--- src/rtl/loteria_pkg.sv ---
// Shared definitions for the lottery number drawer: FSM encoding, prize codes
// and the LFSR constants and next-value function.
package loteria_pkg;

  // Legacy-compatible state encoding.
  typedef logic [2:0] estado_t;

  localparam estado_t IDLE     = 3'd0;
  localparam estado_t INSERE   = 3'd1;
  localparam estado_t FIM      = 3'd2;
  localparam estado_t AGUARDA  = 3'd3;
  localparam estado_t FIM_JOGO = 3'd4;

  typedef logic [1:0] premio_t;

  localparam premio_t SEM_PREMIO    = 2'd0;
  localparam premio_t PREMIO_TERNO  = 2'd1;
  localparam premio_t PREMIO_QUADRA = 2'd2;
  localparam premio_t PREMIO_QUINA  = 2'd3;

  localparam logic [7:0] LFSR_RESET = 8'h01;
  // Feedback taps are bits 7, 5, 4 and 3.
  localparam logic [7:0] LFSR_TAPS  = 8'hB8;

  function automatic logic [7:0] lfsr_next(input logic [7:0] v);
    return {v[6:0], ^(v & LFSR_TAPS)};
  endfunction

endpackage

--- src/rtl/loteria_lfsr.sv ---
// 8-bit Fibonacci LFSR.
// A loaded seed takes priority over advancing. An all-zero seed is replaced by
// the reset value so the register can never lock up.
module loteria_lfsr
  import loteria_pkg::*;
(
  input  logic       clock,
  input  logic       reset,
  input  logic       avanca,
  input  logic       carrega,
  input  logic [7:0] semente,
  output logic [7:0] valor
);

  // NOTE: sequential state uses non-blocking assignments only, so every
  // register samples the pre-edge value of every other register.
  always_ff @(posedge clock or negedge reset) begin
    if (!reset) begin
      valor <= LFSR_RESET;
    end else if (carrega) begin
      valor <= (semente == 8'h00) ? LFSR_RESET : semente;
    end else if (avanca) begin
      valor <= lfsr_next(valor);
    end
  end

endmodule

--- src/rtl/loteria_sorteador.sv ---
// Game sequencer. Each round sends N_NUMEROS LFSR numbers, then samples the
// prize code returned by the core. A game is N_RODADAS rounds.
module loteria_sorteador
  import loteria_pkg::*;
#(
  parameter int N_NUMEROS = 5,
  parameter int N_RODADAS = 2
) (
  input  logic       clock,
  input  logic       reset,
  input  logic       start,
  input  logic       carrega_semente,
  input  logic [7:0] semente,
  input  logic [1:0] premio,
  output logic [3:0] numero,
  output logic       insere,
  output logic       fim,
  output logic       fim_jogo,
  output logic       ocupado,
  output logic [1:0] ultimo_premio,
  output logic [3:0] contador_premios,
  output logic       pronto
);

  localparam logic [3:0] ULTIMO_NUMERO = 4'(N_NUMEROS - 1);
  localparam logic [3:0] TOTAL_RODADAS = 4'(N_RODADAS);

  estado_t    estado;
  estado_t    prox_estado;
  logic [3:0] cnt_numeros;
  logic [3:0] cnt_rodadas;
  logic [7:0] lfsr_valor;
  logic       lfsr_carrega;
  logic       unused_lfsr_msb;

  // The seed is accepted only between games.
  assign lfsr_carrega    = carrega_semente && (estado == IDLE);
  assign unused_lfsr_msb = ^lfsr_valor[7:4];

  loteria_lfsr u_lfsr (
    .clock   (clock),
    .reset   (reset),
    .avanca  (insere),
    .carrega (lfsr_carrega),
    .semente (semente),
    .valor   (lfsr_valor)
  );

  // NOTE: every always_comb output gets a default before the case so that no
  // path leaves it unassigned and infers a latch.
  always_comb begin
    prox_estado = estado;
    case (estado)
      IDLE:     if (start) prox_estado = INSERE;
      INSERE:   if (cnt_numeros == ULTIMO_NUMERO) prox_estado = FIM;
      FIM:      prox_estado = AGUARDA;
      AGUARDA:  prox_estado = (cnt_rodadas < TOTAL_RODADAS) ? INSERE : FIM_JOGO;
      FIM_JOGO: prox_estado = IDLE;
      default:  prox_estado = IDLE;
    endcase
  end

  // cnt_rodadas counts finished rounds. It advances on leaving FIM, so
  // AGUARDA already sees the current round as done.
  always_ff @(posedge clock or negedge reset) begin
    if (!reset) begin
      estado           <= IDLE;
      cnt_numeros      <= 4'd0;
      cnt_rodadas      <= 4'd0;
      ultimo_premio    <= SEM_PREMIO;
      contador_premios <= 4'd0;
    end else begin
      estado <= prox_estado;
      case (estado)
        IDLE: begin
          if (start) begin
            cnt_numeros      <= 4'd0;
            cnt_rodadas      <= 4'd0;
            contador_premios <= 4'd0;
          end
        end
        INSERE: begin
          cnt_numeros <= (cnt_numeros == ULTIMO_NUMERO) ? 4'd0 : cnt_numeros + 4'd1;
        end
        FIM: begin
          cnt_rodadas <= cnt_rodadas + 4'd1;
        end
        AGUARDA: begin
          ultimo_premio <= premio;
          if ((premio != SEM_PREMIO) && (contador_premios != 4'hF))
            contador_premios <= contador_premios + 4'd1;
        end
        default: ;
      endcase
    end
  end

  // Strobes are decoded from the registered state only.
  assign insere   = (estado == INSERE);
  assign fim      = (estado == FIM);
  assign fim_jogo = (estado == FIM_JOGO);
  assign pronto   = (estado == FIM_JOGO);
  assign ocupado  = (estado != IDLE);
  assign numero   = insere ? lfsr_valor[3:0] : 4'd0;

endmodule
--- config.mk ---
export PLATFORM = sky130hd
export DESIGN_NAME = loteria_sorteador
export DESIGN_NICKNAME = d
export VERILOG_FILES = /design/src/rtl/loteria_pkg.sv /design/src/rtl/loteria_lfsr.sv /design/src/rtl/loteria_sorteador.sv
export SDC_FILE = /design/constraint.sdc
export NUM_CORES = 1
export LEC_CHECK = 0
export ABC_AREA = 1
export CAP_MARGIN = 20
export CORE_UTILIZATION = 30
export DETAILED_ROUTE_END_ITERATION = 10
export HOLD_SLACK_MARGIN = 0.1
export SLEW_MARGIN = 20
export SYNTH_ARGS = -nofsm -noshare
export SYNTH_HDL_FRONTEND = slang
export SYNTH_SLANG_ARGS = --single-unit
--- constraint.sdc ---
create_clock -name clock -period 2.4 [get_ports clock]
set_input_delay 0.72 -clock clock [delete_from_list [all_inputs] [get_ports clock]]
set_output_delay 0.72 -clock clock [all_outputs]
set_load 0.05 [all_outputs]
==> results.cfg <==
[outcome]
status = finished clean

[power_and_ir_drop]
p_per_area_mw_per_mm2 = 1270
power_leakage_nw = 0.906
vdd_ir_drop_max_mv = 0.477

[worst_setup_path]
slowest_stage = clkdlybuf4s50_1
cp_slowest_stage_delay_ns = 0.83
cp_data_arrival_time_ns = 1.51
endpoint_kind = output port
critPathLaunchType = flop
cp.required_ns = 1.68
crit_family = buffers and inverters
cp_max_fo = 5
crit_chain = clkdlybuf4s50_1
cp_num_buf_inv = 1
path_class = flop to output port

[cells_and_area]
final_common_cell = nand2_1
layout-drive-gt1-share_pct = 11.6
n_antenna_cell = 0
fin_nets = 235
syn2layout_area_growth_pct = 32.7
fillers = 446
final_cells = 268
final_cell_mix = nand2_1 (56), inv_1 (28), dfrtp_1 (24), o21ai_0 (20), clkdlybuf4s50_1 (19)

[placed_design]
post-place-ws_ns = 0.455
gp_congestion = 0.820
dp_cells = 264
hpwl_um = 2170
numPortBuffers = 28

[detailed_routing]
ant_nets = 0
drtIter0Drc = 81
dr.pass1.iters = 4
drt-total-wl_um = 2910
avgViaCountPerCell = 4.60
num_vias = 1234
drc = 0
wl_per_cell_um = 10.9

[cts]
clkLatencyLatePin_ns = 0.27
hold_buffers = 0
cts_resized = 0
cts_tree = done
clkSinkCount = 25
cts.clk_slew.worst_paths_ns = 0.09
clockRootBuffer = clkbuf_8
htree_levels = 1
numCtsBuffers = 3
post_cts_buffers = 0
clockBufferDepth = 2

[synthesis]
synthCells = 183
seq_area_frac_synth_pct = 45.5
ys_ff_latch = 25
syn-cell-area_mm2 = 0.00138
synth_nets = 201
syn_avg_cell_area_um2 = 7.52
yosys.cell_types.count = 23
yosys_warnings = 0

[timing]
slew_headroom_pct = 67.0
finalCritPeriodShare_pct = 93.1
worst_slew_pin_slew_ns = 0.494
final-max-slew-violation-count = 0
finalWorstSetupSlack_ns = 0.166
setup_violations = 0
finalHoldViolations = 0
fmax_ghz = 0.448
finalClockSkew_ns = 0.00236
fin_setup_tns_ns = 0
period_minus_slack_ns = 2.23
rsz0062_at_grt = false

[global_routing]
antenna_found_initial = 0
grt_pass1_wl_um = 5350
overflow = 0
track_usage_pct = 13.9
grt_pass1_vias = 1154
grt_max_degree = 26

[floorplan]
num_io_pins = 29
start_util_pct = 31.4
die_area_mm2 = 0.00486
die_w_um = 69.7
core.rowCount = 24
die_y_um = 69.7
coreArea_mm2 = 0.00438

[hold_path]
hp-class = flop to flop

[job]
drv_cap = 0
==> routing by layer <==
metal	track usage [%]	part of all wire, %	vias up
met5	0	0	-
met4	4.67	1.5	0
met3	3.92	4.9	5
met2	21.3	44	24
met1	18.8	50	562
li1	-	-	643
==> power by group <==
part,internal [mW],switching [mW]
Clock,0.119,0.135
Combinational,0.505,0.842
Sequential,0.588,0.133
==> path summary, 6_finish.rpt <==
path	start	end	slack [ns]	cells after the start
max	contador_premios[2]$_DFFE_PN0P_	contador_premios[2]	0.17	1
min	u_lfsr.valor[0]$_DFFE_PN1P_	u_lfsr.valor[0]$_DFFE_PN1P_	0.48	2
max reg2reg	estado[2]$_DFFE_PN0P_	estado[0]$_DFFE_PN0P_	1.00	8
min reg2reg	u_lfsr.valor[0]$_DFFE_PN1P_	u_lfsr.valor[0]$_DFFE_PN1P_	0.48	2
max in group asynchronous	reset	u_lfsr.valor[0]$_DFFE_PN1P_	1.29	2
min in group asynchronous	reset	u_lfsr.valor[3]$_DFFE_PN0P_	0.81	2
==> flip-flops by register name (all words and copies together) (netlist names) <==
register and count:
contador_premios 4, estado 3, u_lfsr.valor 8, cnt_rodadas 4, cnt_numeros 4, ultimo_premio 2
==> stage by stage <==
stage / util [%] / area (um^2) / hold WS, ns / power, mW
4_1_cts: 41.7 / 1830 / 0.495 / 2.35
2_1_floorplan: - / 1380 / 0.424 / 1.59
6_report: 41.7 / 1830 / 0.483 / 2.32
3_5_place_dp: 40.6 / 1780 / 0.473 / 2.09
5_1_grt: 41.7 / 1830 / 0.513 / 2.55
3_3_place_gp: 40.6 / 1780 / 0.459 / 2.08
==> area by class of cell <==
class / instances / area [um^2] / area share [%]
timing repair buffer: 30 / 348 / 19.0
multi-input combinational: 127 / 629 / 34.5
tap: 52 / 65.1 / 3.56
sequential: 25 / 627 / 34.3
clock buffer: 4 / 45.0 / 2.47
inverter: 30 / 113 / 6.16
==> cell families after synthesis <==
logic type	synth area share (%)
buffers and inverters	8.73
XOR/XNOR	2.55
AO/OA/AOI/OAI	9.82
flip-flops	45.5
AND/OR/NAND/NOR	29.7
adder cells (fa/ha/maj)	3.64
==> cells in the mapped netlist, drive strengths merged <==
master | instances | area (um^2)
a21oi | 1 | 5.00
buf | 1 | 7.51
dfrtp | 24 | 601
dfstp | 1 | 26.3
ha | 4 | 50.1
inv | 30 | 113
nand2 | 58 | 223
nand3 | 15 | 85.1
nand3b | 1 | 7.51
nand4 | 1 | 6.26
nor2 | 16 | 67.6
nor3 | 3 | 20.0
o211ai | 2 | 15.0
o21ai | 20 | 100
o221ai | 1 | 8.76
o22ai | 1 | 6.26
xnor2 | 2 | 17.5
xor2 | 2 | 17.5
(Power assumes the default switching activity.)
